### config.mk
export PLATFORM = sky130hd
export DESIGN_NAME = sram_bank_arbiter_flat
export DESIGN_NICKNAME = d
export VERILOG_FILES = /design/src/rtl/sram_bank_arbiter_pkg.sv /design/src/rtl/sram_bank_arbiter_if.sv /design/src/rtl/sram_bank_arbiter_rr_arbiter.sv /design/src/rtl/sram_bank_arbiter.sv /design/src/flat_wrapper.sv
export SDC_FILE = /design/constraint.sdc
export NUM_CORES = 2
export LEC_CHECK = 0
export CAP_MARGIN = 25
export CORE_AREA = 2 2 406 408
export CTS_CLUSTER_DIAMETER = 200
export DETAILED_ROUTE_END_ITERATION = 10
export DIE_AREA = 0 0 408 410
export PLACE_DENSITY = 0.37
export SLEW_MARGIN = 10
export SYNTH_ARGS = -nofsm -noshare
export SYNTH_HDL_FRONTEND = slang
export SYNTH_SLANG_ARGS = --single-unit
### constraint.sdc
create_clock -name clk -period 2.05 [get_ports clk]
set_input_delay 0.3075 -clock clk [delete_from_list [all_inputs] [get_ports clk]]
set_output_delay 0.3075 -clock clk [all_outputs]
set_load 0.005 [all_outputs]
### src/rtl/sram_bank_arbiter_pkg.sv
// ============================================================================
// sram_bank_arbiter_pkg
// Shared SRAM geometry constants and index-width helper for the bank arbiter.
// Revision: 1.0
// ============================================================================
`default_nettype none

package sram_bank_arbiter_pkg;

   localparam int NUM_SRAMS      = 4;
   localparam int MAX_ADDR_WIDTH = 16;
   localparam int MAX_DATA_WIDTH = 64;
   localparam int SRAM_WIDTH_O   = 64;

   // Index width that never collapses to zero for single-entry sets.
   function automatic int idx_width(input int n);
      return (n > 1) ? $clog2(n) : 1;
   endfunction

endpackage

`default_nettype wire

### src/rtl/sram_bank_arbiter_if.sv
// ============================================================================
// sram_bank_arbiter_if
// Requester-side request/response bus of the SRAM bank arbiter.
// Revision: 1.0
// ============================================================================
`default_nettype none

interface sram_bank_arbiter_if
   import sram_bank_arbiter_pkg::*;
#(
   parameter int NUM_REQ   = 3,
   parameter int NUM_BANKS = NUM_SRAMS,
   parameter int ADDR_W    = MAX_ADDR_WIDTH,
   parameter int DATA_W    = MAX_DATA_WIDTH,
   parameter int RDATA_W   = SRAM_WIDTH_O
);
   localparam int BANK_W = idx_width(NUM_BANKS);

   logic [NUM_REQ-1:0]         req_valid;
   logic [NUM_REQ-1:0]         req_ready;
   logic [NUM_REQ-1:0]         req_we;
   logic [NUM_REQ*BANK_W-1:0]  req_bank;
   logic [NUM_REQ*ADDR_W-1:0]  req_addr;
   logic [NUM_REQ*DATA_W-1:0]  req_wdata;
   logic [NUM_REQ-1:0]         rsp_valid;
   logic [NUM_REQ-1:0]         rsp_err;
   logic [NUM_REQ*RDATA_W-1:0] rsp_rdata;

   modport master (
      output req_valid, req_we, req_bank, req_addr, req_wdata,
      input  req_ready, rsp_valid, rsp_err, rsp_rdata
   );

   modport slave (
      input  req_valid, req_we, req_bank, req_addr, req_wdata,
      output req_ready, rsp_valid, rsp_err, rsp_rdata
   );

endinterface

`default_nettype wire

### src/rtl/sram_bank_arbiter_rr_arbiter.sv
// ============================================================================
// rr_arbiter
// Round-robin one-hot arbiter; pointer moves past the winner when adv is set.
// Revision: 1.0
// ============================================================================
`default_nettype none

module rr_arbiter
   import sram_bank_arbiter_pkg::*;
#(
   parameter int N = 3
)(
   input  logic         clk,
   input  logic         rst,
   input  logic [N-1:0] req,
   input  logic         adv,
   output logic [N-1:0] grant
);
   localparam int PTR_W = idx_width(N);

   logic [PTR_W-1:0] r_ptr;
   logic [PTR_W-1:0] w_win;
   logic [N-1:0]     w_mask;
   logic [N-1:0]     w_pick;
   logic             w_found;

   // Prefer requesters at or above the pointer; fall back to the lowest one.
   always_comb begin
      w_mask  = '0;
      grant   = '0;
      w_win   = '0;
      w_found = 1'b0;
      for (int i = 0; i < N; i++)
         w_mask[i] = (i >= int'(r_ptr));
      w_pick = (|(req & w_mask)) ? (req & w_mask) : req;
      for (int i = 0; i < N; i++) begin
         if (!w_found && w_pick[i]) begin
            w_found  = 1'b1;
            grant[i] = 1'b1;
            w_win    = PTR_W'(i);
         end
      end
   end

   always_ff @(posedge clk) begin
      if (!rst)
         r_ptr <= '0;
      else if (adv && w_found)
         r_ptr <= (w_win == PTR_W'(N - 1)) ? '0 : w_win + 1'b1;
   end

endmodule

`default_nettype wire

### src/rtl/sram_bank_arbiter.sv
// ============================================================================
// sram_bank_arbiter
// Per-bank round-robin sharing of the SRAM array with fixed 2-cycle read return.
// Revision: 1.0
// ============================================================================
`default_nettype none

module sram_bank_arbiter
   import sram_bank_arbiter_pkg::*;
#(
   parameter int NUM_REQ   = 3,
   parameter int NUM_BANKS = NUM_SRAMS,
   parameter int ADDR_W    = MAX_ADDR_WIDTH,
   parameter int DATA_W    = MAX_DATA_WIDTH,
   parameter int RDATA_W   = SRAM_WIDTH_O
)(
   input  logic                         clk,
   input  logic                         rst,
   sram_bank_arbiter_if.slave           bus,
   output logic [NUM_BANKS-1:0]         sram_en,
   output logic [NUM_BANKS-1:0]         sram_we,
   output logic [NUM_BANKS*ADDR_W-1:0]  sram_addr,
   output logic [NUM_BANKS*DATA_W-1:0]  sram_wdata,
   input  logic [NUM_BANKS*RDATA_W-1:0] sram_rdata
);
   localparam int BANK_W = idx_width(NUM_BANKS);
   localparam int ID_W   = idx_width(NUM_REQ);

   logic [NUM_REQ-1:0]         w_in_range;
   logic [NUM_REQ-1:0]         w_bank_req  [NUM_BANKS];
   logic [NUM_REQ-1:0]         w_bank_gnt  [NUM_BANKS];
   logic [NUM_BANKS-1:0]       w_bank_adv;
   logic [NUM_REQ-1:0]         w_granted;
   logic [ID_W-1:0]            w_win_id    [NUM_BANKS];
   logic                       w_win_we    [NUM_BANKS];
   logic [ADDR_W-1:0]          w_win_addr  [NUM_BANKS];
   logic [DATA_W-1:0]          w_win_wdata [NUM_BANKS];
   logic [NUM_REQ-1:0]         w_rsp_valid;
   logic [NUM_REQ*RDATA_W-1:0] w_rsp_rdata;

   logic [NUM_BANKS-1:0]        r_en;
   logic [NUM_BANKS-1:0]        r_we;
   logic [NUM_BANKS*ADDR_W-1:0] r_addr;
   logic [NUM_BANKS*DATA_W-1:0] r_wdata;
   logic [NUM_BANKS-1:0]        r_tag1_v;
   logic [NUM_BANKS-1:0]        r_tag2_v;
   logic [ID_W-1:0]             r_tag1_id [NUM_BANKS];
   logic [ID_W-1:0]             r_tag2_id [NUM_BANKS];
   logic [NUM_REQ-1:0]          r_err1;
   logic [NUM_REQ-1:0]          r_err2;

   always_comb begin
      for (int r = 0; r < NUM_REQ; r++)
         w_in_range[r] = int'(bus.req_bank[r*BANK_W +: BANK_W]) < NUM_BANKS;
   end

   always_comb begin
      for (int b = 0; b < NUM_BANKS; b++)
         for (int r = 0; r < NUM_REQ; r++)
            w_bank_req[b][r] = bus.req_valid[r] & w_in_range[r] &
                               (bus.req_bank[r*BANK_W +: BANK_W] == BANK_W'(b));
   end

   for (genvar b = 0; b < NUM_BANKS; b++) begin : g_bank
      assign w_bank_adv[b] = |w_bank_req[b];

      rr_arbiter #(.N(NUM_REQ)) u_rr (
         .clk   (clk),
         .rst   (rst),
         .req   (w_bank_req[b]),
         .adv   (w_bank_adv[b]),
         .grant (w_bank_gnt[b])
      );
   end

   // Out-of-range requests are accepted at once so they never stall the requester.
   always_comb begin
      w_granted = '0;
      for (int b = 0; b < NUM_BANKS; b++)
         w_granted = w_granted | w_bank_gnt[b];
      bus.req_ready = rst ? (w_granted | (bus.req_valid & ~w_in_range)) : '0;
   end

   always_comb begin
      for (int b = 0; b < NUM_BANKS; b++) begin
         w_win_id[b]    = '0;
         w_win_we[b]    = 1'b0;
         w_win_addr[b]  = '0;
         w_win_wdata[b] = '0;
         for (int r = 0; r < NUM_REQ; r++) begin
            if (w_bank_gnt[b][r]) begin
               w_win_id[b]    = ID_W'(r);
               w_win_we[b]    = bus.req_we[r];
               w_win_addr[b]  = bus.req_addr[r*ADDR_W +: ADDR_W];
               w_win_wdata[b] = bus.req_wdata[r*DATA_W +: DATA_W];
            end
         end
      end
   end

   always_ff @(posedge clk) begin
      if (!rst) begin
         r_en     <= '0;
         r_we     <= '0;
         r_addr   <= '0;
         r_wdata  <= '0;
         r_tag1_v <= '0;
         r_tag2_v <= '0;
         r_err1   <= '0;
         r_err2   <= '0;
         for (int b = 0; b < NUM_BANKS; b++) begin
            r_tag1_id[b] <= '0;
            r_tag2_id[b] <= '0;
         end
      end else begin
         r_err1   <= bus.req_valid & ~w_in_range & ~bus.req_we;
         r_err2   <= r_err1;
         r_tag2_v <= r_tag1_v;
         for (int b = 0; b < NUM_BANKS; b++) begin
            r_en[b]      <= w_bank_adv[b];
            r_tag1_v[b]  <= w_bank_adv[b] & ~w_win_we[b];
            r_tag2_id[b] <= r_tag1_id[b];
            if (w_bank_adv[b]) begin
               r_we[b]                       <= w_win_we[b];
               r_addr[b*ADDR_W +: ADDR_W]    <= w_win_addr[b];
               r_wdata[b*DATA_W +: DATA_W]   <= w_win_wdata[b];
               r_tag1_id[b]                  <= w_win_id[b];
            end
         end
      end
   end

   assign sram_en    = r_en;
   assign sram_we    = r_we;
   assign sram_addr  = r_addr;
   assign sram_wdata = r_wdata;

   // Each requester issues at most once per cycle, so at most one source drives a response lane.
   always_comb begin
      w_rsp_valid = r_err2;
      w_rsp_rdata = '0;
      for (int b = 0; b < NUM_BANKS; b++) begin
         for (int r = 0; r < NUM_REQ; r++) begin
            if (r_tag2_v[b] && (r_tag2_id[b] == ID_W'(r))) begin
               w_rsp_valid[r]                    = 1'b1;
               w_rsp_rdata[r*RDATA_W +: RDATA_W] = sram_rdata[b*RDATA_W +: RDATA_W];
            end
         end
      end
   end

   assign bus.rsp_valid = w_rsp_valid;
   assign bus.rsp_err   = r_err2;
   assign bus.rsp_rdata = w_rsp_rdata;

endmodule

`default_nettype wire

### src/flat_wrapper.sv
// flat-port wrapper written by rule: the top's interface ports become plain ports
module sram_bank_arbiter_flat import sram_bank_arbiter_pkg::*;
#(
   parameter int NUM_REQ   = 3,
   parameter int NUM_BANKS = NUM_SRAMS,
   parameter int ADDR_W    = MAX_ADDR_WIDTH,
   parameter int DATA_W    = MAX_DATA_WIDTH,
   parameter int RDATA_W   = SRAM_WIDTH_O
)
  (clk, rst, sram_en, sram_we, sram_addr, sram_wdata, sram_rdata, bus_req_valid, bus_req_we, bus_req_bank, bus_req_addr, bus_req_wdata, bus_req_ready, bus_rsp_valid, bus_rsp_err, bus_rsp_rdata);
  sram_bank_arbiter_if #(.NUM_REQ(NUM_REQ), .NUM_BANKS(NUM_BANKS), .ADDR_W(ADDR_W), .DATA_W(DATA_W), .RDATA_W(RDATA_W)) bus_i ();
  input  logic clk;
  input  logic rst;
  output logic [NUM_BANKS-1:0] sram_en;
  output logic [NUM_BANKS-1:0] sram_we;
  output logic [NUM_BANKS*ADDR_W-1:0] sram_addr;
  output logic [NUM_BANKS*DATA_W-1:0] sram_wdata;
  input  logic [NUM_BANKS*RDATA_W-1:0] sram_rdata;
  input wire logic [$bits(bus_i.req_valid)-1:0] bus_req_valid;
  input wire logic [$bits(bus_i.req_we)-1:0] bus_req_we;
  input wire logic [$bits(bus_i.req_bank)-1:0] bus_req_bank;
  input wire logic [$bits(bus_i.req_addr)-1:0] bus_req_addr;
  input wire logic [$bits(bus_i.req_wdata)-1:0] bus_req_wdata;
  output wire logic [$bits(bus_i.req_ready)-1:0] bus_req_ready;
  output wire logic [$bits(bus_i.rsp_valid)-1:0] bus_rsp_valid;
  output wire logic [$bits(bus_i.rsp_err)-1:0] bus_rsp_err;
  output wire logic [$bits(bus_i.rsp_rdata)-1:0] bus_rsp_rdata;
  assign bus_i.req_valid = bus_req_valid;
  assign bus_i.req_we = bus_req_we;
  assign bus_i.req_bank = bus_req_bank;
  assign bus_i.req_addr = bus_req_addr;
  assign bus_i.req_wdata = bus_req_wdata;
  assign bus_req_ready = bus_i.req_ready;
  assign bus_rsp_valid = bus_i.rsp_valid;
  assign bus_rsp_err = bus_i.rsp_err;
  assign bus_rsp_rdata = bus_i.rsp_rdata;
  sram_bank_arbiter #(.NUM_REQ(NUM_REQ), .NUM_BANKS(NUM_BANKS), .ADDR_W(ADDR_W), .DATA_W(DATA_W), .RDATA_W(RDATA_W)) u_core (.clk(clk), .rst(rst), .bus(bus_i), .sram_en(sram_en), .sram_we(sram_we), .sram_addr(sram_addr), .sram_wdata(sram_wdata), .sram_rdata(sram_rdata));
endmodule
# Yosys cells after proc, flatten, opt, wreduce, memory -nomap -nowiden
# Memories as Yosys holds them, arrays and structs flattened.
# Cells that the tools add are included.
# word_totals
ff_bits	344
ram_bits	16
output_inout_bits	529
wordCells	267
n_memories	2
# mem_list
name	depth	width	read_ports	rd_ports_with_merged_regs	wr	line	text
u_core.r_tag1_id	4	2	4	0	4	sram_bank_arbiter.sv:47	logic [ID_W-1:0] r_tag1_id [NUM_BANKS];
u_core.r_tag2_id	4	2	4	0	4	sram_bank_arbiter.sv:48	logic [ID_W-1:0] r_tag2_id [NUM_BANKS];
# op_classes
add_sub_neg	4
order_cmp	12
n_eq_ne	21
muxes	127
n_bitwise	35
n_reduce_logical	47
# ops
op	count
two-way mux 64 bit	24
two-way mux 16 bit	12
two-way mux 1 bit	66
two-way mux 2 bit	20
== test 2 bit, second input constant	14
logical AND 1 bit	24
OR reduction 3 bit	8
bitwise AND 1 bit	16
greater-or-equal comparator 1 x 2 -> 1 bit, first input constant	8
two-way mux 3 bit	5
== test 2 x 1 -> 1 bit, second input constant	7
logical NOT 2 bit	7
bitwise AND 3 bit	4
bitwise OR 3 bit	3
adder 2 x 1 -> 2 bit, second input constant	4
greater-or-equal comparator 2 bit, first input constant	4
logical NOT 1 bit	8
bitwise OR 1 bit	8
inverter 1 bit	4

# Longest topological paths before layout
# depth
ltp_word	16
ltp_mapped	10
depth_no_buf	5

# Modules after synthesis
# Synthesis repeated with hierarchy kept, for this count alone.
# unflattened
hier_cells	3551
area_unflattened_um2	29997.5
# modules_own_cells
mod	instances	cells_per_inst	area_per_inst_um2	seq_area_each_um2
sram_bank_arbiter	1	3443	29296.8	7066.8
rr_arbiter	4	27	175.2	40.0

# Worst setup path after synthesis
# No wires, ideal clock.
# synth_timing
kind	input to output
from	input port bus_req_valid[0]
to	output port bus_req_ready[1]
arrival_ns	1.673
slack_ns	0.069
stages	8
path_buffers	3
cell_sequence	buf_2 -> nor3b_4 -> nand2_1 -> and3_1 -> buf_6 -> buf_6 -> nor4_1 -> nor2_1
# synth_between
elab_chain_cells	12
elab_cells_between_ends	36
# synth_rtl
element	line	text
start: declaration	flat_wrapper.sv:19	input wire logic [$bits(bus_i.req_valid)-1:0] bus_req_valid;
bitwise AND 1 bit	sram_bank_arbiter.sv:60	w_bank_req[b][r] = bus.req_valid[r] & w_in_range[r] &
bitwise AND 3 bit	sram_bank_arbiter_rr_arbiter.sv:35	w_pick = (|(req & w_mask)) ? (req & w_mask) : req;
OR reduction 3 bit	sram_bank_arbiter_rr_arbiter.sv:35	
two-way mux 3 bit	sram_bank_arbiter_rr_arbiter.sv:35	
two-way mux 1 bit	sram_bank_arbiter_rr_arbiter.sv:37	if (!w_found && w_pick[i]) begin
logical NOT 1 bit	sram_bank_arbiter_rr_arbiter.sv:37	
logical AND 1 bit	sram_bank_arbiter_rr_arbiter.sv:37	
two-way mux 1 bit	sram_bank_arbiter_rr_arbiter.sv:37	
bitwise OR 3 bit (2 in series)	sram_bank_arbiter.sv:80	w_granted = w_granted | w_bank_gnt[b];
bitwise OR 3 bit *	sram_bank_arbiter.sv:80	
two-way mux 3 bit *	sram_bank_arbiter.sv:81	bus.req_ready = rst ? (w_granted | (bus.req_valid & ~w_in_range)) : '0;
end: declaration	flat_wrapper.sv:24	output wire logic [$bits(bus_i.req_ready)-1:0] bus_req_ready;
# Mark *: on every way between the ends. The rest lies on a longest branch, timed or not.

==> metrics.cfg <==
[logic_synthesis]
synth-edff-count = 2
avgSynthCellArea_um2 = 7.20
synth_seq_cells = 360
ys_seq_area_share_pct = 27.0
synth_area_um2 = 26700
async_flop_share_pct = 0
synth-main-ff-cell = dfxtp_1
synth_cell_types = 59
synthCells = 3711
ys_warn_count = 0

[sta]
slew_headroom_pct = 34.2
setup_viol = 198
slew_viol_final = 0
min_period_ns = 2.79
min_period_over_period_pct = 136
max_clock_freq_ghz = 0.358
layout_setup_ws_ns = -0.741
finClkSkew_ns = 0.0171
finalSetupTns_ns = -112.38
max_slew.worst_pin.slew_ns = 0.987
rsz0062_at_grt = yes
finalHoldViolCount = 0

[global_route]
grt_max_degree = 80
grt_pass1_vias = 36800
track_usage_pct = 25.9
antenna_found_initial = 100
grt_pass1_wl_mm = 313
grt-ovfl-total = 0

[floorplanning]
io_pins = 1039
die_area_um2 = 167000
initial_utilization_pct = 16.3
die_x_um = 408
die_height_um = 410
row_count = 149
coreArea_um2 = 163000

[worst_setup_path]
slowest_stage = dfxtp_4
reg2reg_to = u_core.sram_wdata[141]
endpoint_kind = output pin
crit_fanout = 6
start_kind = register
worstRegToRegCells = 5
cp_data_required_time_ns = 1.74
r2r_start = u_core.g_bank[2].u_rr.r_ptr[0]
critPathArrivalTime_ns = 2.48
path_cells = nor3b_4 -> nor2_4 -> buf_12 -> buf_16 -> buf_12 -> buf_6 -> buf_6 -> a221oi_2 -> o21ai_1 -> buf_2
r2r_slack_ns = 0.02
worstSetupPathType = reg -> out
critPathMaxStageDelay_ns = 0.35

[placement]
place_ws_ns = -1.25
place_congestion = 0.913
io_buffers = 1035
hpwlAfterDp_mm = 162
dpl-instance-area_um2 = 43200
place_inst = 6916

[clock_network]
ctsLongestPathBuffers = 3
cts_root_buf = clkbuf_16
cts.reportedPaths.clkPinSlew_ns = 0.06
cts_buffers = 47
h-tree-depth = 2
tritoncts = built
cts.sinks = 360
clock_latency_ns = 0.64

[run_status]
violations = negative setup slack
status = finished, violations left

[hold_path]
whs_path_depth = 3
min_from = bus_req_wdata[191]
min_path_type = in -> reg
min_to = u_core.sram_wdata[127]

[pwr]
vdd_ir_drop_max_v = 0.000592
leakage_nw = 17.8
powerDensity_nw_per_um2 = 477

[final_layout]
stdcell_count = 7241
drive_gt1_share_pct = 27.4
fin_area_um2 = 50400
area.sequential_um2 = 7290
fill_cells = 17400
fin_nets = 5478
area_delta_synth_final_pct = 88.6
multi_input_area_um2 = 20400
fin_util_pct = 30.8

[route]
vias = 38100
wl_per_cell_um = 32.5
antenna_left = 0
dr.pass1.iters = 6
drc = 0
drt_iter0_markers = 3548
wirelength_mm = 235
vias_per_cell = 5.26

[flow_run]
drv_cap = 0

timing repair:
action                                  CTS  global route
pin swaps                               260           165
gates resized for setup                1502           295
buffers inserted                        133            82
endpoints found under the hold margin     0             0
cloned                                   27            13
setup endpoints to repair               541           384
hold buffers                              0             0
state kept, by name (all words and copies together) (netlist names):
signal and cells:
u_core.sram_we 4, u_core.r_tag1_id 8, u_core.r_tag1_v 4, u_core.r_tag2_v 4
u_core.g_bank.u_rr.r_ptr 8, u_core.r_tag2_id 8, u_core.sram_addr 64, u_core.sram_wdata 256
u_core.sram_en 4
worst max path at each step:
stage / to / from / slack (ns) / depth (start not counted)
after floorplan: bus_req_ready[1] / bus_req_valid[0] / 0.07 / 8
after global placement: bus_req_ready[2] / bus_req_valid[0] / -1.82 / 9
after detailed placement: bus_req_ready[2] / bus_req_valid[0] / -1.25 / 10
after CTS: bus_rsp_rdata[44] / u_core.r_tag2_v[0] / -0.82 / 10
after global routing: bus_rsp_rdata[44] / u_core.r_tag2_id[1][1] / -0.84 / 10
final: bus_rsp_rdata[44] / u_core.r_tag2_id[1][1] / -0.74 / 10
layout make-up:
type	instances	share of cell area [%]
timing repair buffer	1739	36.3
clock buffer	67	2.68
inverter	5	0.0372
tap	2189	5.43
antenna	47	0.233
multi-input combinational	2815	40.4
clock inverter	19	0.462
sequential	360	14.5
logic make-up (layout without fill, tap and decap cells):
kind of cell / after synthesis / after routing / synth area share (%)
DFF: 360 / 360 / 27.0
AOI/OAI and AO/OA: 2231 / 2231 / 54.4
buffers and inverters: 538 / 1830 / 9.05
and+or+nand+nor: 577 / 577 / 9.39
xor gates and xnor gates: 4 / 4 / 0.131
other: 1 / 50 / 0.0140
synthesized netlist by cell type (5+ instances only):
cell type / n / area, um^2
clkbuf_2: 64 / 320
nor2_1: 32 / 120
and3_1: 8 / 50.1
clkbuf_1: 305 / 1140
o2bb2ai_1: 395 / 3460
a221oi_1: 194 / 1700
o21ai_1: 137 / 686
nand2_1: 448 / 1680
and3b_1: 10 / 87.6
nand3b_1: 11 / 82.6
a21oi_1: 338 / 1690
buf_2: 103 / 515
buf_1: 26 / 97.6
and2_1: 18 / 113
dfxtp_1: 358 / 7170
a211oi_1: 317 / 2380
buf_6: 16 / 180
o21ai_0: 733 / 3670
a21o_1: 84 / 631
buf_4: 19 / 143
nand2b_1: 7 / 43.8
nand3_1: 7 / 35.0
nor3_1: 5 / 25.0
cells in the final DEF, fill, tap and decap left out, types with 10 or more instances in the layout:
cell	netlist	routed
clkinv_2	0	11
diode_2	0	47
a21oi_1	338	336
nor2_4	1	15
dlygate4sd2_1	0	10
o21ai_1	137	270
buf_16	0	26
nand3b_1	11	11
clkbuf_16	0	61
buf_8	0	31
a221oi_2	2	82
buf_4	19	352
clkbuf_1	305	11
nor2_1	32	19
buf_6	16	138
dfxtp_2	0	11
a211oi_1	317	285
o21ai_0	733	536
a211oi_2	3	31
nand2_1	448	445
dfxtp_1	358	334
a221oi_4	0	110
o21ai_2	0	61
buf_2	103	175
a21o_1	84	84
clkdlybuf4s50_1	0	826
dfxtp_4	0	13
buf_12	0	161
and2_1	18	18
o2bb2ai_1	395	394
stage by stage:
stage                     hold WS (ns)  power [mW]
final                            0.344        24.0
after global routing             0.363        24.8
after CTS                        0.319        23.9
after detailed placement         0.436        14.5
after global placement           0.437        14.5
after floorplan                  0.412        10.0
power by group:
group	total [mW]	internal, mW	switching [mW]
clock network	9.01	5.13	3.88
registers	7.72	7.37	0.348
logic	7.30	3.40	3.91
routing by layer:
layer	vias up	GRT usage (%)	routed length (um)
li1	16800	-	-
met4	68	10.1	10700
met5	-	0	473
met1	18800	31.2	93800
met2	1951	44.2	112000
met3	445	6.43	18100
critical path: cells and delay by family (launching register included):
kind | cells | cell delay, ns
AO/OA/AOI/OAI | 2 | 0.36
AND/OR/NAND/NOR | 2 | 0.34
buffers and inverters | 6 | 0.80
flip-flops | 1 | 0.35
Power figures use the tool's default switching activity.
